<file path="src/rtl/ps2_pkg.sv">
`default_nettype none
// +------------------------------------------------------------------+
// | Package : ps2_pkg                                                |
// | Brief   : Shared constants and types for the PS/2 receive path.  |
// | Rev     : 1.0  initial release                                   |
// +------------------------------------------------------------------+
package ps2_pkg;

  localparam int         PS2_FRAME_BITS = 11;
  localparam logic [7:0] PS2_PFX_EXT    = 8'hE0;
  localparam logic [7:0] PS2_PFX_BRK    = 8'hF0;

  typedef enum logic [1:0] {
    IDLE   = 2'd0,
    DATA   = 2'd1,
    PARITY = 2'd2,
    STOP   = 2'd3
  } rx_state_t;

  typedef struct packed {
    logic       ext;
    logic       brk;
    logic [7:0] code;
  } ps2_event_t;

endpackage
`default_nettype wire

</file>
<file path="src/rtl/ps2_event_fifo.sv">
`default_nettype none
// +------------------------------------------------------------------+
// | Module  : ps2_event_fifo                                         |
// | Brief   : Synchronous event FIFO with fill level, valid/ready    |
// |           read port and a sticky overflow flag.                  |
// | Rev     : 1.0  initial release                                   |
// +------------------------------------------------------------------+
module ps2_event_fifo
  import ps2_pkg::*;
#(
  parameter int DEPTH = 8,
  parameter int WIDTH = $bits(ps2_event_t)
) (
  input  logic                     clk_i,
  input  logic                     rst_i,
  input  logic                     push_i,
  input  logic [WIDTH-1:0]         wdata_i,
  input  logic                     pop_i,
  output logic [WIDTH-1:0]         rdata_o,
  output logic                     valid_o,
  output logic                     full_o,
  output logic [$clog2(DEPTH):0]   count_o,
  output logic                     overflow_o
);

  localparam int AW = $clog2(DEPTH);

  logic [WIDTH-1:0] mem_q [DEPTH];
  logic [AW-1:0]    wr_ptr_q;
  logic [AW-1:0]    rd_ptr_q;
  logic [AW:0]      count_q;
  logic             overflow_q;

  logic w_empty;
  logic w_full;
  logic w_pop;
  logic w_push;

  assign w_empty = (count_q == '0);
  assign w_full  = (count_q == (AW+1)'(DEPTH));
  assign w_pop   = pop_i & ~w_empty;
  // A pop in the same cycle frees a slot, so a full FIFO can still accept.
  assign w_push  = push_i & (~w_full | w_pop);

  // Storage array; contents need no reset because reads are gated by empty.
  always_ff @(posedge clk_i) begin
    if (w_push) mem_q[wr_ptr_q] <= wdata_i;
  end

  // Pointers, fill level and sticky overflow.
  always_ff @(posedge clk_i or posedge rst_i) begin
    if (rst_i) begin
      wr_ptr_q   <= '0;
      rd_ptr_q   <= '0;
      count_q    <= '0;
      overflow_q <= 1'b0;
    end else begin
      if (w_push) wr_ptr_q <= wr_ptr_q + AW'(1);
      if (w_pop)  rd_ptr_q <= rd_ptr_q + AW'(1);
      if (w_push & ~w_pop)      count_q <= count_q + (AW+1)'(1);
      else if (w_pop & ~w_push) count_q <= count_q - (AW+1)'(1);
      if (push_i & w_full & ~w_pop) overflow_q <= 1'b1;
    end
  end

  assign rdata_o    = w_empty ? '0 : mem_q[rd_ptr_q];
  assign valid_o    = ~w_empty;
  assign full_o     = w_full;
  assign count_o    = count_q;
  assign overflow_o = overflow_q;

endmodule
`default_nettype wire

</file>
<file path="src/rtl/ps2_rx_event_queue.sv">
`default_nettype none
// +------------------------------------------------------------------+
// | Module  : ps2_rx_event_queue                                     |
// | Brief   : PS/2 keyboard receiver: synchroniser, clock filter,    |
// |           frame FSM with timeout, optional E0/F0 prefix folding  |
// |           (enabled by PS2_EXT_DECODE_EN) and an event FIFO.      |
// | Rev     : 1.0  initial release                                   |
// +------------------------------------------------------------------+
module ps2_rx_event_queue
  import ps2_pkg::*;
#(
  parameter int FILTER_LEN  = 8,
  parameter int TIMEOUT_CYC = 5000,
  parameter int FIFO_DEPTH  = 8
) (
  input  logic                          CLK,
  input  logic                          RESET,
  input  logic                          PS2_CLK,
  input  logic                          PS2_DATA,
  output logic [9:0]                    EV_DATA,
  output logic                          EV_VALID,
  input  logic                          EV_READY,
  output logic [$clog2(FIFO_DEPTH):0]   COUNT,
  output logic                          PARITY_ERR,
  output logic                          FRAME_ERR,
  output logic                          OVERFLOW,
  output logic                          BUSY
);

  localparam int FW        = $clog2(FILTER_LEN + 1);
  localparam int TW        = $clog2(TIMEOUT_CYC + 1);
  localparam int DATA_BITS = PS2_FRAME_BITS - 3;

  logic clk_meta_q, clk_sync_q, dat_meta_q, dat_sync_q;
  logic filt_q;
  logic [FW-1:0] flt_cnt_q;
  logic w_fall;

  rx_state_t  state_q, state_d;
  logic [2:0] bit_cnt_q, bit_cnt_d;
  logic [7:0] shift_q, shift_d;
  logic       par_q, par_d;
  logic [TW-1:0] tmo_q, tmo_d;
  logic       perr_q, perr_d;
  logic       ferr_q, ferr_d;
  logic       push_q, push_d;
  ps2_event_t push_ev_q, push_ev_d;
`ifdef PS2_EXT_DECODE_EN
  logic       ext_q, ext_d;
  logic       brk_q, brk_d;
`endif

  logic w_fifo_full;

  // Two-flop synchronisers; lines idle high.
  always_ff @(posedge CLK or posedge RESET) begin
    if (RESET) begin
      clk_meta_q <= 1'b1;
      clk_sync_q <= 1'b1;
      dat_meta_q <= 1'b1;
      dat_sync_q <= 1'b1;
    end else begin
      clk_meta_q <= PS2_CLK;
      clk_sync_q <= clk_meta_q;
      dat_meta_q <= PS2_DATA;
      dat_sync_q <= dat_meta_q;
    end
  end

  // Glitch filter: flip the filtered clock after FILTER_LEN differing samples.
  always_ff @(posedge CLK or posedge RESET) begin
    if (RESET) begin
      filt_q    <= 1'b1;
      flt_cnt_q <= '0;
    end else if (clk_sync_q == filt_q) begin
      flt_cnt_q <= '0;
    end else if (flt_cnt_q == FW'(FILTER_LEN - 1)) begin
      filt_q    <= clk_sync_q;
      flt_cnt_q <= '0;
    end else begin
      flt_cnt_q <= flt_cnt_q + FW'(1);
    end
  end

  assign w_fall = filt_q & ~clk_sync_q & (flt_cnt_q == FW'(FILTER_LEN - 1));

  // Frame FSM state and decode-result registers.
  always_ff @(posedge CLK or posedge RESET) begin
    if (RESET) begin
      state_q   <= IDLE;
      bit_cnt_q <= '0;
      shift_q   <= '0;
      par_q     <= 1'b0;
      tmo_q     <= '0;
      perr_q    <= 1'b0;
      ferr_q    <= 1'b0;
      push_q    <= 1'b0;
      push_ev_q <= '0;
`ifdef PS2_EXT_DECODE_EN
      ext_q     <= 1'b0;
      brk_q     <= 1'b0;
`endif
    end else begin
      state_q   <= state_d;
      bit_cnt_q <= bit_cnt_d;
      shift_q   <= shift_d;
      par_q     <= par_d;
      tmo_q     <= tmo_d;
      perr_q    <= perr_d;
      ferr_q    <= ferr_d;
      push_q    <= push_d;
      push_ev_q <= push_ev_d;
`ifdef PS2_EXT_DECODE_EN
      ext_q     <= ext_d;
      brk_q     <= brk_d;
`endif
    end
  end

  // Next-state logic: bit capture, frame check, timeout and prefix folding.
  always_comb begin
    state_d   = state_q;
    bit_cnt_d = bit_cnt_q;
    shift_d   = shift_q;
    par_d     = par_q;
    tmo_d     = '0;
    perr_d    = 1'b0;
    ferr_d    = 1'b0;
    push_d    = 1'b0;
    push_ev_d = '0;
`ifdef PS2_EXT_DECODE_EN
    ext_d     = ext_q;
    brk_d     = brk_q;
`endif

    // Mid-frame watchdog; only counts while no falling edge arrives.
    if (state_q != IDLE && !w_fall) begin
      if (tmo_q == TW'(TIMEOUT_CYC - 1)) begin
        ferr_d  = 1'b1;
        state_d = IDLE;
      end else begin
        tmo_d = tmo_q + TW'(1);
      end
    end

    if (w_fall) begin
      case (state_q)
        IDLE: begin
          if (!dat_sync_q) begin
            state_d   = DATA;
            bit_cnt_d = '0;
          end
        end
        DATA: begin
          shift_d   = {dat_sync_q, shift_q[7:1]};
          bit_cnt_d = bit_cnt_q + 3'd1;
          if (bit_cnt_q == 3'(DATA_BITS - 1)) state_d = PARITY;
        end
        PARITY: begin
          par_d   = dat_sync_q;
          state_d = STOP;
        end
        STOP: begin
          state_d = IDLE;
          if (!dat_sync_q) begin
            ferr_d = 1'b1;
          end else if (!(^{shift_q, par_q})) begin
            perr_d = 1'b1;
          end else begin
`ifdef PS2_EXT_DECODE_EN
            if (shift_q == PS2_PFX_EXT) begin
              ext_d = 1'b1;
            end else if (shift_q == PS2_PFX_BRK) begin
              brk_d = 1'b1;
            end else begin
              push_d    = 1'b1;
              push_ev_d = '{ext: ext_q, brk: brk_q, code: shift_q};
              ext_d     = 1'b0;
              brk_d     = 1'b0;
            end
`else
            push_d    = 1'b1;
            push_ev_d = '{ext: 1'b0, brk: 1'b0, code: shift_q};
`endif
          end
        end
        default: state_d = IDLE;
      endcase
    end

`ifdef PS2_EXT_DECODE_EN
    // A broken frame invalidates any pending prefix.
    if (perr_d | ferr_d) begin
      ext_d = 1'b0;
      brk_d = 1'b0;
    end
`endif
  end

  ps2_event_fifo #(
    .DEPTH (FIFO_DEPTH),
    .WIDTH ($bits(ps2_event_t))
  ) u_fifo (
    .clk_i      (CLK),
    .rst_i      (RESET),
    .push_i     (push_q),
    .wdata_i    (push_ev_q),
    .pop_i      (EV_READY),
    .rdata_o    (EV_DATA),
    .valid_o    (EV_VALID),
    .full_o     (w_fifo_full),
    .count_o    (COUNT),
    .overflow_o (OVERFLOW)
  );

  assign PARITY_ERR = perr_q;
  assign FRAME_ERR  = ferr_q;
  assign BUSY       = (state_q != IDLE) | (w_fifo_full & 1'b0);

endmodule
`default_nettype wire

</file>
<file path="config.mk">
export PLATFORM = sky130hd
export DESIGN_NAME = ps2_rx_event_queue
export DESIGN_NICKNAME = d
export VERILOG_FILES = /design/src/rtl/ps2_pkg.sv /design/src/rtl/ps2_event_fifo.sv /design/src/rtl/ps2_rx_event_queue.sv
export SDC_FILE = /design/constraint.sdc
export NUM_CORES = 1
export LEC_CHECK = 0
export ABC_AREA = 1
export BUFFER_PORTS_ARGS = -buffer_cell sky130_fd_sc_hd__buf_2
export CAP_MARGIN = 30
export CELL_PAD_IN_SITES_DETAIL_PLACEMENT = 1
export CELL_PAD_IN_SITES_GLOBAL_PLACEMENT = 1
export CORE_AREA = 2 2 113 142
export CTS_BUF_LIST = sky130_fd_sc_hd__clkbuf_4 sky130_fd_sc_hd__clkbuf_8 sky130_fd_sc_hd__clkbuf_16
export DETAILED_ROUTE_END_ITERATION = 8
export DIE_AREA = 0 0 115 144
export PLACE_DENSITY_LB_ADDON = 0.1
export SLEW_MARGIN = 20
export SYNTH_ARGS = -nofsm -noshare
export SYNTH_HDL_FRONTEND = slang
export SYNTH_SLANG_ARGS = --single-unit
</file>
<file path="constraint.sdc">
create_clock -name CLK -period 2.2 [get_ports CLK]
set_clock_uncertainty 0.05 [all_clocks]
set_input_delay 0 -clock CLK [delete_from_list [all_inputs] [get_ports CLK]]
set_output_delay 0 -clock CLK [all_outputs]
set_load 0.1 [all_outputs]
</file>
Word-level counts from Yosys, hierarchy flattened
Memories as Yosys holds them, arrays and structs flattened.
Cells that the tools add are included.
{"block": "word_totals", "reg_bits": 60, "ramBits": 80, "input_bits": 5, "out_inout_bits": 19, "word_cells": 99, "n_memories": 1}
{"block": "classes", "n_addsub": 7, "eq_ne": 9, "mux": 34, "n_bitwise": 15, "n_reduce_logical": 12}
{"memory": "u_fifo.mem_q", "depth": 8, "width": 10, "read_ports": 1, "rd_clocked_by_memory_dff": 0, "wr": 1, "line": "ps2_event_fifo.sv:28", "source": "logic [WIDTH-1:0] mem_q [DEPTH];"}
{"cell": "$mux W8", "n": 4}
{"cell": "$mux W13", "n": 2}
{"cell": "$mux W4", "n": 4}
{"cell": "$mux W1", "n": 15}
{"cell": "$add A13 B1 Y13 const B", "n": 1}
{"cell": "$eq A13 B13 Y1 const B", "n": 1}
{"cell": "$mux W10", "n": 1}
{"cell": "$mux W2", "n": 5}
{"cell": "$add A3 B1 Y3 const B", "n": 3}
{"cell": "$reduce_xor A9 Y1", "n": 1}
{"cell": "$add A4 B1 Y4 const B", "n": 2}
{"cell": "$and A1 B1 Y1", "n": 8}
{"cell": "$pmux W2 S4", "n": 1}
{"cell": "$not A1 Y1", "n": 6}
{"cell": "$pmux W3 S2", "n": 1}
{"cell": "$reduce_and A2 Y1", "n": 3}
{"cell": "$reduce_bool A2 Y1", "n": 3}
{"cell": "$eq A2 B2 Y1 const B", "n": 2}
{"cell": "$eq A4 B3 Y1 const B", "n": 1}
{"cell": "$eq A4 B4 Y1 const B", "n": 1}
{"cell": "$logic_not A4 Y1", "n": 1}
{"cell": "$sub A4 B1 Y4 const B", "n": 1}
{"cell": "$eq A3 B3 Y1 const B", "n": 1}
{"cell": "$mux W3", "n": 1}
{"cell": "8 further kinds", "n": 8}

Logic depth before layout (Yosys ltp)
{"block": "depth", "depth_word": 9, "ltp_mapped": 14, "mapped_depth_nobuf": 14}

Hierarchy
Synthesis repeated with hierarchy kept, for this count alone.
{"block": "unflattened", "cells_unflattened": 669, "hier_area_um2": 6367.4}
{"mod": "ps2_event_fifo", "instances": 1, "cells_per_inst": 433, "area_each_um2": 4209.0, "seq_area_each_um2": 2677.6}
{"mod": "ps2_rx_event_queue", "instances": 1, "cells_per_inst": 236, "area_each_um2": 2158.3, "seq_area_each_um2": 1182.4}

Worst setup path before layout
Ideal clock, no wire load.
{"block": "synth_timing", "path_type": "reg-to-output", "from": "register u_fifo.count_q[0], in the netlist u_fifo.count_o[0]", "to": "output port EV_DATA[0]", "t_arrival_ps": 3117, "required_ps": 2150, "slack_ps": -967, "path_stages_with_launch": 6, "n_path_buf": 1, "path_cell_list": "dfrtp_1 > nor2_1 > nand3_1 > buf_2 > nand2_1 > nor2_1"}
{"block": "synth_between", "elab_chain_cells": 2}
{"element": "from (decl)", "line": "ps2_event_fifo.sv:31", "source": "logic [AW:0] count_q;"}
{"element": "from (signal assigned)", "line": "ps2_event_fifo.sv:60", "source": "if (w_push & ~w_pop) count_q <= count_q + (AW+1)'(1);"}
{"element": "from (signal assigned)", "line": "ps2_event_fifo.sv:61", "source": "else if (w_pop & ~w_push) count_q <= count_q - (AW+1)'(1);"}
{"element": "$logic_not A4 Y1", "line": "ps2_event_fifo.sv:39", "source": "assign w_empty = (count_q == '0);"}
{"element": "$mux W10", "line": "ps2_event_fifo.sv:66", "source": "assign rdata_o = w_empty ? '0 : mem_q[rd_ptr_q];"}
{"element": "to (decl)", "line": "ps2_rx_event_queue.sv:20", "source": "output logic [9:0] EV_DATA,"}
No other way between the ends.

Worst setup path in the final report
{"block": "layout_timing", "from": "register u_fifo.count_q[1], in the netlist u_fifo.count_o[1]", "to": "register u_fifo.count_q[3], in the netlist u_fifo.count_o[3]"}
{"block": "layout_between", "elab_chain_cells": 8, "word_cells_on_any_way": 16, "cone_classes": "add/sub: 2; eq/ne: 1; mux: 2; bitwise: 9; reduce/logical: 2"}
{"element": "$logic_not A4 Y1", "line": "ps2_event_fifo.sv:39"}
{"element": "$not A1 Y1", "line": "ps2_event_fifo.sv:41", "source": "assign w_pop = pop_i & ~w_empty;"}
{"element": "$and A1 B1 Y1", "line": "ps2_event_fifo.sv:41"}
{"element": "$or A1 B1 Y1 *", "line": "ps2_event_fifo.sv:43", "source": "assign w_push = push_i & (~w_full | w_pop);"}
{"element": "$and A1 B1 Y1 *", "line": "ps2_event_fifo.sv:43"}
{"element": "via u_fifo.w_push", "line": "ps2_event_fifo.sv:37", "source": "logic w_push;"}
{"element": "$not A1 Y1", "line": "ps2_event_fifo.sv:61"}
{"element": "$and A1 B1 Y1", "line": "ps2_event_fifo.sv:61"}
{"element": "$reduce_bool A2 Y1 (no line)"}
The timed path passes the listed nets; every way through them passes the cells marked *. The select of a mux whose other input is x is not followed.
A chain may end at the register's enable or synchronous reset.

==> summary.md <==
| Metric | Value |
|---|---|
| Die Ht | `144 um` |
| Gr ovfl total | `0` |
| Largest net degree at the start of global routing | `59` |
| # IOs | `24` |
| Synth top area cells | `edfxtp_1 37%, dfrtp_1 25%, nor2_1 7.2%` |
| WS Path Type | `flop to flop` |
| # Post-CTS Setup Buffers | `0` |
| FF+latch area | `3380 um^2` |
| Fraction of layout instances using a drive strength above 1 | `between 20% and 30%` |
| Number of vias per cell | `4.79` |
| Pwr dens | `861 nW/um^2` |
| Total Wirelength | `11,100 um` |
| Fillers | `1,677` |
| Most frequent CP cell | `nand2_1` |
| Maximum vdd drop | `384 uV` |
| DRC | `0` |
| Leak Pwr | `2.80 nW` |
| CP required | `~2.4 ns` |
| Slew Viols, Final | `0` |
| #FFs+latches synth | `122` |
| Post-route ant nets | `0` |
| Initial antenna violation count | `0` |
| Slew @ Worst Pin | `~0.7 ns` |
| Ant diodes | `0` |
| Depth of the worst register-to-register path | `13` |
| Final Instance Area | `around 6400 um^2` |
| TritonRoute pass-1 iters | `4` |
| Total GRT Usage | `15.0%` |
| Cell Area, Synth | `between 5000 and 6000 um^2` |
| RD Place Congestion | `0.764` |
| WL/cell | `15.2 um` |
| Initial DRC count | `196` |
| Post-synth top cells | `101 x nor2_1, 64 x edfxtp_1, 60 x nand2_1` |
| Crit-path max cell delay | `roughly 0.44 ns` |
| CP max stage cell | `dfrtp_2` |
| RSZ-0062 raised after global routing | `no` |
| First-pass GRT wire length | `18,900 um` |
| H-tree depth | `4` |
| Area share of the largest cell type after synthesis | `36.7%` |
| TritonCTS clock tree | `yes` |
| Crit. Startpoint | `u_fifo.count_o[1]` |
| FF-to-FF setup slack | `0.15 ns` |
| Startpoint Class | `flop` |
| Mean post-synth cell area | `approximately 11 um^2` |
| Critical Path AT | `2.29 ns` |
| YS warnings | `0` |
| Syn Inst Count | `roughly 490` |
| Max cap viols | `0` |
| Final min period | `2.05 ns` |
| Final worst-path cycle share | `93.1%` |
| Reg-to-Reg Start | `u_fifo.count_o[1]` |
| Final setup vio count | `0` |
| Via count | `3,500` |
| Worst Setup EP | `u_fifo.count_o[3]` |
| DIE WIDTH | `115 um` |
| Root cell of the clock tree | `clkbuf_16` |
| Status | `complete, no violations` |
| Max_slew headroom | `around 54%` |
| Clock Tree Buf Depth | `2` |
| Post-synthesis sequential area ratio | `around 64%` |
| Number of global-route vias before repair | `roughly 3,700` |
| Clock sink total | `122` |
| Hold Vio Cnt, Final | `0` |
| IO Port Bufs | `21` |
| R2R Path End | `u_fifo.count_o[3]` |
| Worst min path class | `input port to async pin` |
| Min Hold Slack | `0.159 ns` |
| Post-DP Area | `5750 um^2` |
| CP endpoint kind | `flop` |
| Row cnt | `51` |
| Yosys cell types | `40` |
| Post-DP HPWL | `7590 um` |
| Ys async rst share | `47.5%` |
| Total CTS buffers | `17` |
| Post-synth EDFFs | `64` |
| Area of the multi-input gates | `1720 um^2` |
| Syn-to-layout area delta | `23.0%` |
| Ys flop type | `edfxtp_1` |
| Crit-path cells | `nor2_2 -> nand3_2 -> nand2_2 -> inv_2 -> ha_4 -> inv_4 -> ha_4 -> a21oi_2 -> nand2_1 -> a21oi_2 -> o21ai_1 -> nand2_1 -> nand2_1` |
| Clk Latency, worst-skew pair | `0.41 ns` |
| Initial Utilization | `34.2%` |
| Die area | `16,600 um^2` |
| Peak Freq | `slightly below 500 MHz` |
| CP Max Fanout | `6` |
| Most frequent cell after synthesis | `nor2_1` |
| Fin nets | `550` |
| Clk slew on worst S/H paths | `0.06 ns` |
| Core area | `15,300 um^2` |
| Post-synth top area cell | `edfxtp_1` |
## cell usage in the layout (no fill, tap or decap), types with 3 or more instances in the layout
| cell type | count |
|---|---|
| nor2_1 | 92 |
| edfxtp_1 | 64 |
| nand2_1 | 58 |
| dfrtp_1 | 49 |
| o21ai_0 | 47 |
| inv_1 | 39 |
| buf_4 | 21 |
| clkbuf_16 | 17 |
| buf_2 | 13 |
| nand3_1 | 11 |
| nor2_4 | 9 |
| o211ai_1 | 9 |
| ha_1 | 9 |
| o21ai_2 | 8 |
| o22ai_1 | 8 |
| xnor2_1 | 8 |
| xor2_1 | 5 |
| a21oi_1 | 5 |
| dfstp_2 | 5 |
| nand2_2 | 4 |
| nand2_4 | 4 |
| inv_2 | 4 |
| bufinv_16 | 4 |
| clkinv_4 | 4 |
| dlygate4sd3_1 | 4 |
| dfrtp_2 | 4 |
| or2_2 | 3 |
| clkbuf_4 | 3 |
## metal layers
metal	part of all wire [%]	GRT usage, %
met2	52	26.0
met1	45	18.1
met4	1.2	5.90
met5	0	0
met3	1.8	3.39
## repair_timing
item / in CTS / in global routing
hold endpoints to repair: 64 / 0
resized for setup: 6 / 6
gates cloned: 0 / 0
endpoints found under the setup margin: 6 / 6
hold buffers: 4 / 0
## final cells by class
type | count | area share [%]
inverters | 45 | 2.68
clock inverters | 14 | 3.05
multi-input cells | 305 | 26.7
flip-flops and latches | 122 | 52.5
well taps | 185 | 3.59
repair buffers | 42 | 4.79
clock buffers | 18 | 6.71
## metrics by stage
step / setup slack, ns / instances / TNS [ns] / utilization [%] / total power, mW
floorplan: -0.0320 / 486 / -0.0320 / - / 2.60
global placement: 0.187 / 695 / 0 / 37.5 / 2.63
detailed placement: 0.114 / 695 / 0 / 37.5 / 2.64
CTS: 0.00632 / 731 / 0 / 42.0 / 5.63
global route: 0.00418 / 731 / 0 / 42.1 / 5.76
finish: 0.151 / 731 / 0 / 42.1 / 5.55
## where the power goes
group | internal [mW] | switching, mW | total [mW] | leakage, nW
clock | 1.91 | 1.04 | 2.96 | 0.302
sequential | 2.43 | 0.0239 | 2.45 | 1.51
combinational | 0.0441 | 0.0967 | 0.141 | 0.993
total | 4.39 | 1.16 | 5.55 | 2.80
## worst max-delay path, delay by kind of cell (launching register included)
family / cells / cell delay, ns
fa+ha+maj: 2 / 0.38
simple gates: 6 / 0.54
flops: 1 / 0.44
buf+inv: 2 / 0.16
compound gates: 3 / 0.35
## flip-flops by register name (all words and copies together), names as in the netlist, 2 cells and up
| name | cells |
|---|---|
| u_fifo.mem_q | 64 |
| push_ev_q | 8 |
| bit_cnt_q | 3 |
| flt_cnt_q | 4 |
| u_fifo.wr_ptr_q | 3 |
| u_fifo.count_o | 4 |
| u_fifo.rd_ptr_q | 3 |
| state_q | 2 |
| shift_q | 8 |
| tmo_q | 13 |
## worst min path at each step
stage               slack [ns]           endpoint      from
finish                    0.16  u_fifo.count_o[0]     RESET
global route              0.17         dat_meta_q  PS2_DATA
CTS                       0.16  u_fifo.count_o[0]     RESET
detailed placement        0.04  u_fifo.overflow_o     RESET
global placement          0.03  u_fifo.overflow_o     RESET
floorplan                -0.05         clk_meta_q   PS2_CLK
## cell families after synthesis
kind of cell	after synthesis	share of synthesized area [%]
AND/OR/NAND/NOR	191	15.6
flip-flops	122	64.5
AO/OA/AOI/OAI	86	9.76
buffers and inverters	59	4.75
XOR/XNOR	13	2.17
adder cells (fa/ha/maj)	12	3.01
other	1	0.0715
multiplexers	1	0.215
(Power assumes the default switching activity.)
